File: config.mk
export PLATFORM = sky130hd
export DESIGN_NAME = parallel_in_serial_out_flat
export DESIGN_NICKNAME = d
export VERILOG_FILES = /design/src/rtl/parallel_in_serial_out_if.sv /design/src/rtl/parallel_in_serial_out.sv /design/src/flat_wrapper.sv
export SDC_FILE = /design/constraint.sdc
export NUM_CORES = 1
export LEC_CHECK = 0
export ABC_AREA = 0
export CAP_MARGIN = 15
export CORE_AREA = 2 2 39 41
export DETAILED_ROUTE_END_ITERATION = 8
export DIE_AREA = 0 0 41 43
export PLACE_DENSITY = 0.63
export SLEW_MARGIN = 30
export SYNTH_ARGS = -nofsm -noshare
export SYNTH_HDL_FRONTEND = slang
export SYNTH_SLANG_ARGS = --single-unit
File: constraint.sdc
create_clock -name clk -period 1.1 [get_ports clk]
set_input_delay 0.11 -clock clk [delete_from_list [all_inputs] [get_ports clk]]
set_output_delay 0.11 -clock clk [all_outputs]
set_load 0.02 [all_outputs]
File: src/rtl/parallel_in_serial_out_if.sv
`default_nettype none
// ============================================================================
//  Module   : parallel_in_serial_out_if
//  Purpose  : Load handshake and serial-link bundle for parallel_in_serial_out.
//             The master is the word producer; the slave is the serialiser.
//  Revision : 1.0 - initial release
// ============================================================================
interface parallel_in_serial_out_if #(
    parameter int WIDTH = 4
);
    logic [WIDTH-1:0] parallel_in;
    logic             load_valid;
    logic             load_ready;
    logic             serial_out;
    logic             serial_valid;
    logic             busy;
    logic             frame_done;

    modport master (
        output parallel_in,
        output load_valid,
        input  load_ready,
        input  serial_out,
        input  serial_valid,
        input  busy,
        input  frame_done
    );

    modport slave (
        input  parallel_in,
        input  load_valid,
        output load_ready,
        output serial_out,
        output serial_valid,
        output busy,
        output frame_done
    );
endinterface
`default_nettype wire

File: src/rtl/parallel_in_serial_out.sv
`default_nettype none
// ============================================================================
//  Module   : parallel_in_serial_out
//  Purpose  : Accepts a WIDTH-bit word on a valid/ready handshake and shifts
//             it out one bit per clock, framed by serial_valid. A word offered
//             during the last bit of a frame is taken without a gap.
//  Revision : 1.0 - initial release
// ============================================================================
module parallel_in_serial_out #(
    parameter int WIDTH     = 4,
    parameter bit MSB_FIRST = 1'b1
) (
    input  wire                      clk,
    input  wire                      reset,
    parallel_in_serial_out_if.slave  bus
);

    localparam int CW = (WIDTH > 2) ? $clog2(WIDTH) : 1;

    localparam logic [0:0] S_IDLE  = 1'b0;
    localparam logic [0:0] S_SHIFT = 1'b1;

    localparam logic [CW-1:0] C_LAST = CW'(WIDTH - 1);

    logic [0:0]       r_state;
    logic [WIDTH-1:0] r_shift;
    logic [CW-1:0]    r_cnt;

    logic             w_shifting;
    logic             w_last;
    logic             w_ready;
    logic             w_accept;
    logic             w_end_bit;
    logic [WIDTH-1:0] w_shift_next;

    // Bit order only changes which end of the register is on the wire and
    // which way it moves; the FSM and counter are identical for both orders.
    generate
        if (MSB_FIRST) begin : g_msb_first
            assign w_end_bit    = r_shift[WIDTH-1];
            assign w_shift_next = {r_shift[WIDTH-2:0], 1'b0};
        end else begin : g_lsb_first
            assign w_end_bit    = r_shift[0];
            assign w_shift_next = {1'b0, r_shift[WIDTH-1:1]};
        end
    endgenerate

    // Handshake and status decode; ready reopens on the last bit so
    // back-to-back frames need no idle cycle.
    always_comb begin
        w_shifting = (r_state == S_SHIFT);
        w_last     = w_shifting && (r_cnt == C_LAST);
        w_ready    = (r_state == S_IDLE) || w_last;
        w_accept   = bus.load_valid && w_ready;
    end

    assign bus.load_ready   = w_ready;
    assign bus.serial_out   = w_shifting ? w_end_bit : 1'b0;
    assign bus.serial_valid = w_shifting;
    assign bus.busy         = w_shifting;
    assign bus.frame_done   = w_last;

    // FSM, shift register and bit counter; an accepted word always restarts
    // the frame, otherwise the register shifts once per SHIFT cycle.
    always_ff @(posedge clk or negedge reset) begin
        if (!reset) begin
            r_state <= S_IDLE;
            r_shift <= '0;
            r_cnt   <= '0;
        end else if (w_accept) begin
            r_state <= S_SHIFT;
            r_shift <= bus.parallel_in;
            r_cnt   <= '0;
        end else if (w_shifting) begin
            r_shift <= w_shift_next;
            if (w_last) begin
                r_state <= S_IDLE;
                r_cnt   <= '0;
            end else begin
                r_cnt   <= r_cnt + CW'(1);
            end
        end
    end

endmodule
`default_nettype wire

File: src/flat_wrapper.sv
// flat-port wrapper written by rule: the top's interface ports become plain ports
module parallel_in_serial_out_flat 
#(
    parameter int WIDTH     = 4,
    parameter bit MSB_FIRST = 1'b1
)
  (clk, reset, bus_parallel_in, bus_load_valid, bus_load_ready, bus_serial_out, bus_serial_valid, bus_busy, bus_frame_done);
  parallel_in_serial_out_if #(.WIDTH(WIDTH)) bus_i ();
  input  wire clk;
  input  wire reset;
  input wire logic [$bits(bus_i.parallel_in)-1:0] bus_parallel_in;
  input wire logic [$bits(bus_i.load_valid)-1:0] bus_load_valid;
  output wire logic [$bits(bus_i.load_ready)-1:0] bus_load_ready;
  output wire logic [$bits(bus_i.serial_out)-1:0] bus_serial_out;
  output wire logic [$bits(bus_i.serial_valid)-1:0] bus_serial_valid;
  output wire logic [$bits(bus_i.busy)-1:0] bus_busy;
  output wire logic [$bits(bus_i.frame_done)-1:0] bus_frame_done;
  assign bus_i.parallel_in = bus_parallel_in;
  assign bus_i.load_valid = bus_load_valid;
  assign bus_load_ready = bus_i.load_ready;
  assign bus_serial_out = bus_i.serial_out;
  assign bus_serial_valid = bus_i.serial_valid;
  assign bus_busy = bus_i.busy;
  assign bus_frame_done = bus_i.frame_done;
  parallel_in_serial_out #(.WIDTH(WIDTH), .MSB_FIRST(MSB_FIRST)) u_core (.clk(clk), .reset(reset), .bus(bus_i));
endmodule
# Yosys cells after proc, flatten, opt, wreduce, memory -nomap -nowiden
# Index checks and enable logic that the tools add are counted.
# Widths: inputs -> output; s select.
dict set report classes {
  mux 9
  eq_ne 1
  n_reduce_logical 4
  addsub 1
  bitwise 1
}
# operator n
set ops {}
lappend ops {{$mux 4} 2}
lappend ops {{$mux 2} 3}
lappend ops {{$mux 1} 4}
lappend ops {{$add 2x1->2 const B} 1}
lappend ops {{$eq 2x2->1 const B} 1}
lappend ops {{$logic_and 1x1->1} 2}
lappend ops {{$reduce_bool 2->1} 1}
lappend ops {{$logic_or 1x1->1} 1}
lappend ops {{$not 1->1} 1}
dict set report word_totals {
  elab_cells 19
  ff_bits 7
}

# Logic depth before layout (Yosys ltp)
dict set report logic_depth {
  depth_word 5
  mapped_depth 5
  ltp_nobuf 4
}

# Worst setup path before layout
# Ideal clock, no wire load.
dict set report synth_path {
  kind {register to register}
  startpoint {register u_core.r_state (netlist: u_core.bus.busy)}
  endpoint {register u_core.r_shift[1]}
  arrival_time_ps 1078
  path_buffers 1
  required_time_ps 972
  slack_ps -106
  stages_incl_launch_ff 5
  cell_sequence {dfrtp_1 -> buf_6 -> mux2_4 -> o22ai_2 -> a31oi_1}
}
dict set report synth_via {
  elab_chain_len 4
  elab_cells_between_ends 6
  cone_classes {mux (1); bitwise (1); reduce/logical (4)}
}
# item line
set synth_rtl {}
lappend synth_rtl {{start: declaration} parallel_in_serial_out.sv:25} ;# logic [0:0] r_state;
lappend synth_rtl {{start signal: assignment} parallel_in_serial_out.sv:67} ;# r_state <= S_IDLE;
lappend synth_rtl {{start signal: assignment} parallel_in_serial_out.sv:71} ;# r_state <= S_SHIFT;
lappend synth_rtl {{start signal: assignment} parallel_in_serial_out.sv:77} ;# r_state <= S_IDLE;
lappend synth_rtl {{$logic_and 1x1->1 / $not 1->1 (equally long branches)} {parallel_in_serial_out.sv:52, parallel_in_serial_out.sv:53}}
lappend synth_rtl {{$logic_or 1x1->1} parallel_in_serial_out.sv:53} ;# w_ready = (r_state == S_IDLE) || w_last;
lappend synth_rtl {{$logic_and 1x1->1} parallel_in_serial_out.sv:54} ;# w_accept = bus.load_valid && w_ready;
lappend synth_rtl {{$mux 4 / $reduce_bool 2->1 (equally long branches)} -}
lappend synth_rtl {{end signal: assignment} parallel_in_serial_out.sv:72} ;# r_shift <= bus.parallel_in;
lappend synth_rtl {{end signal: assignment} parallel_in_serial_out.sv:75} ;# r_shift <= w_shift_next;
lappend synth_rtl {{end: declaration} parallel_in_serial_out.sv:26} ;# logic [WIDTH-1:0] r_shift;
# Several ways; a longest one is shown, not always the timed one.
# A chain may end at the register's enable or synchronous reset.

# Worst setup path after layout
dict set report layout_path {
  startpoint {register u_core.r_cnt[1]}
  endpoint {output port bus_load_ready}
}
dict set report layout_via {
  elab_chain_len 3
}
# item line
set layout_rtl {}
lappend layout_rtl {{start: declaration} parallel_in_serial_out.sv:27} ;# logic [CW-1:0] r_cnt;
lappend layout_rtl {{start signal: assignment} parallel_in_serial_out.sv:80} ;# r_cnt <= r_cnt + CW'(1);
lappend layout_rtl {{$eq 2x2->1} parallel_in_serial_out.sv:52} ;# w_last = w_shifting && (r_cnt == C_LAST);
lappend layout_rtl {{$logic_and 1x1->1} parallel_in_serial_out.sv:52}
lappend layout_rtl {{$logic_or 1x1->1} parallel_in_serial_out.sv:53}
lappend layout_rtl {{end: declaration} flat_wrapper.sv:13} ;# output wire logic [$bits(bus_i.load_ready)-1:0] bus_load_ready;
# No other way between the ends.

==> impl_metrics.py <==
metrics = {
    "cells_and_area": {
        "syn_to_final_growth_pct": 53.45,
        "layout-drive-gt1-share_pct": 50.88,
        "num-fill-cells": 135,
        "fin_util_pct": 46.20,
        "nNetsFinal": 66,
        "n_antenna_cell": 0,
    },
    "grt": {
        "first_global_vias": 301,
        "grt_pass1_wl_mm": 1.304,
        "grt_max_degree": 10,
        "overflow": 0,
        "grt.total_usage_pct": 11.88,
        "antenna_found_initial": 0,
    },
    "job": {
        "cap_viol_max_count": 0,
    },
    "place": {
        "dp_hpwl_um": 552.8,
        "place_congestion": 0.7104,
        "portBuffers": 11,
    },
    "clock_tree": {
        "cts.clk_slew.worst_paths_ns": 0.05,
        "cts_tree": "yes",
        "htree_levels": 1,
        "ctsHoldBuffers": 0,
        "numCtsBuffers": 3,
        "cts.sinks": 7,
        "clk_latency_ns": 0.25,
        "clockRootBuffer": "clkbuf_4",
        "cts_buffer_depth": 2,
    },
    "routing": {
        "drt-total-wl_um": 805,
        "vias": 332,
        "wire_per_inst_um": 11.03,
        "wl_met2_um": 383,
        "drt-initial-drc-count": 4,
        "dr.pass1.iters": 5,
        "drc_errors": 0,
        "viasPerCell": 4.548,
        "met3_length_um": 57,
        "ant_nets": 0,
        "met1_length_um": 351,
        "top_layer_used": "met4",
    },
    "logic_synthesis": {
        "yosysSeqAreaShare_pct": 42.04,
        "netlist_area_sq_um": 416.7,
        "syn-instance-count": 37,
        "syn-num-nets": 45,
        "yosysTopAreaCell": "dfrtp_1",
        "ys_top_cells_by_area": "dfrtp_1 (42%), mux2_4 (11%), o22ai_2 (9.0%), buf_6 (5.4%), a31oi_1 (4.5%)",
        "ys_types": 17,
        "netlist.area_leader.share_pct": 42.04,
        "avgSynthCellArea_sq_um": 11.26,
        "synth-seq-cells": 7,
        "yosysWarnings": 0,
    },
    "worst_setup_path": {
        "crit_arrival_ns": 1.11,
        "max_stage_delay_ns": 0.38,
        "path_buf_inv": 1,
        "startpoint_type": "register",
        "required_ns": 0.99,
        "cp_top_family": "flip-flops",
        "cp_max_fo": 3,
        "path_cells": "ha_2, nand2b_4, buf_6",
        "cp_slowest_cell": "dfrtp_1",
        "worstSetupPathType": "reg -> out",
        "end_kind": "output port",
    },
    "sta": {
        "fin_setup_tns_ns": -0.4986,
        "rsz0062_at_grt": "yes",
        "setup_viol": 6,
        "fin_crit_sh_pct": 111.0,
        "tightest_slew_ns": 0.3305,
        "fin_crit_ns": 1.221,
        "slew_headroom_pct": 77.90,
        "fmax_mhz": 818.8,
        "fin_hold_ws_ns": 0.1189,
        "fin_ws_ns": -0.1213,
        "skew_ns": 0.009630,
        "final-hold-violation-count": 0,
        "drv_slew": 0,
    },
    "floorplan": {
        "die_h_um": 43,
        "fp.dieW_um": 41,
        "num_rows": 14,
        "ios": 12,
        "initial_utilization_pct": 30.11,
        "design.die.area_sq_mm": 0.001763,
        "core_sq_mm": 0.001384,
    },
    "run_status": {
        "violations": "negative setup slack",
        "outcome": "complete, but fails checks",
    },
    "power": {
        "pwr_density_cell_mw_per_mm2": 2930,
        "leakagePower_nw": 0.3133,
        "peakVddDrop_v": 0.001076,
        "total_power_mw": 1.873,
    },
    "min_path": {
        "hold_class": "in -> async",
    },
}
[through the flow]
step	instance area, sq um	std cells	setup WS [ns]
2_1_floorplan	425.4	37	-0.04042
3_3_place_gp	570.5	67	-0.2570
3_5_place_dp	570.5	67	-0.2781
4_1_cts	608.1	73	-0.1261
5_1_grt	639.4	73	-0.1639
6_report	639.4	73	-0.1213
[cell type report]
type | instances | area [sq um] | area share [%]
Multi-Input combinational cell | 23 | 214.0 | 33.46
Timing Repair Buffer | 20 | 191.4 | 29.94
Sequential cell | 7 | 176.4 | 27.59
Clock buffer | 4 | 26.28 | 4.110
Tap cell | 16 | 20.02 | 3.131
Inverter | 3 | 11.26 | 1.761
[cell usage in the layout (no fill, tap or decap)]
cell / netlist / routed
buf_6: 2 / 7
buf_4: 2 / 7
clkdlybuf4s50_1: 0 / 6
dfrtp_1: 7 / 6
inv_1: 3 / 3
mux2_4: 3 / 3
o22ai_2: 3 / 3
a31oi_1: 3 / 3
clkbuf_4: 0 / 3
and2_4: 0 / 2
nand2b_1: 2 / 2
nand2_1: 2 / 2
nand2b_4: 0 / 1
mux2i_1: 1 / 1
o22ai_1: 1 / 1
nand3_1: 1 / 1
o21ai_1: 0 / 1
nor2_1: 1 / 1
o21ai_4: 0 / 1
ha_2: 0 / 1
clkbuf_1: 0 / 1
dfrtp_2: 0 / 1
[cell usage after synthesis]
library cell  instances
a31oi_1               3
nor2_1                1
buf_6                 2
ha_1                  1
buf_4                 2
nand2b_1              2
and2_2                2
inv_1                 3
dfrtp_1               7
nand2b_2              1
nand3_1               1
o22ai_2               3
o22ai_1               1
mux2i_1               1
o21ai_0               2
nand2_1               2
mux2_4                3
[where the power goes]
group          internal [mW]  switching (mW)
registers              0.372          0.0948
clock network          0.138          0.0922
logic                  0.682           0.494
[worst reg2reg max path: cells and delay by family, from the launching register on]
kind | cells | cell delay [ns]
flip-flops | 1 | 0.38
adder cells (fa/ha/maj) | 1 | 0.20
AO/OA/AOI/OAI | 2 | 0.18
AND/OR/NAND/NOR | 1 | 0.15
buffers and inverters | 1 | 0.14
[per-layer routing]
metal	vias to the layer above	track usage, %
met4	0	7.333
met2	10	16.25
met1	151	13.33
met3	4	7.330
met5	-	0
li1	167	-
[path summary, 6_finish.rpt]
path	endpoint	slack [ns]	cells past startpoint	from
setup reg to reg	u_core.r_shift[1]	-0.09	5	u_core.r_cnt[1]
max in group asynchronous	u_core.bus.busy	0.72	1	reset
min in group clk	u_core.r_shift[2]	0.42	3	bus_parallel_in[2]
hold reg to reg	u_core.r_shift[0]	0.57	2	u_core.r_shift[0]
setup / recovery	bus_load_ready	-0.12	3	u_core.r_cnt[1]
hold / removal	u_core.r_shift[3]	0.12	1	reset
[sequential cells by signal, summed over array words and instances, names as in the netlist]
name / cells
u_core.r_cnt: 2
u_core.r_shift: 4
u_core.bus.busy: 1
[what timing repair did]
item                                    in CTS  in global routing
setup buffers                                2                  0
pin swaps                                    1                  2
endpoints found under the hold margin        0                  0
resized for setup                           29                  9
endpoints found under the setup margin      10                 11
[logic make-up after synthesis]
kind of cell	share of synthesized area, %
buf+inv	11.71
fa+ha+maj	3.003
flops	42.04
mux	13.21
simple gates	12.61
compound gates	17.42
Note: power is estimated with default switching activity, not from simulation.
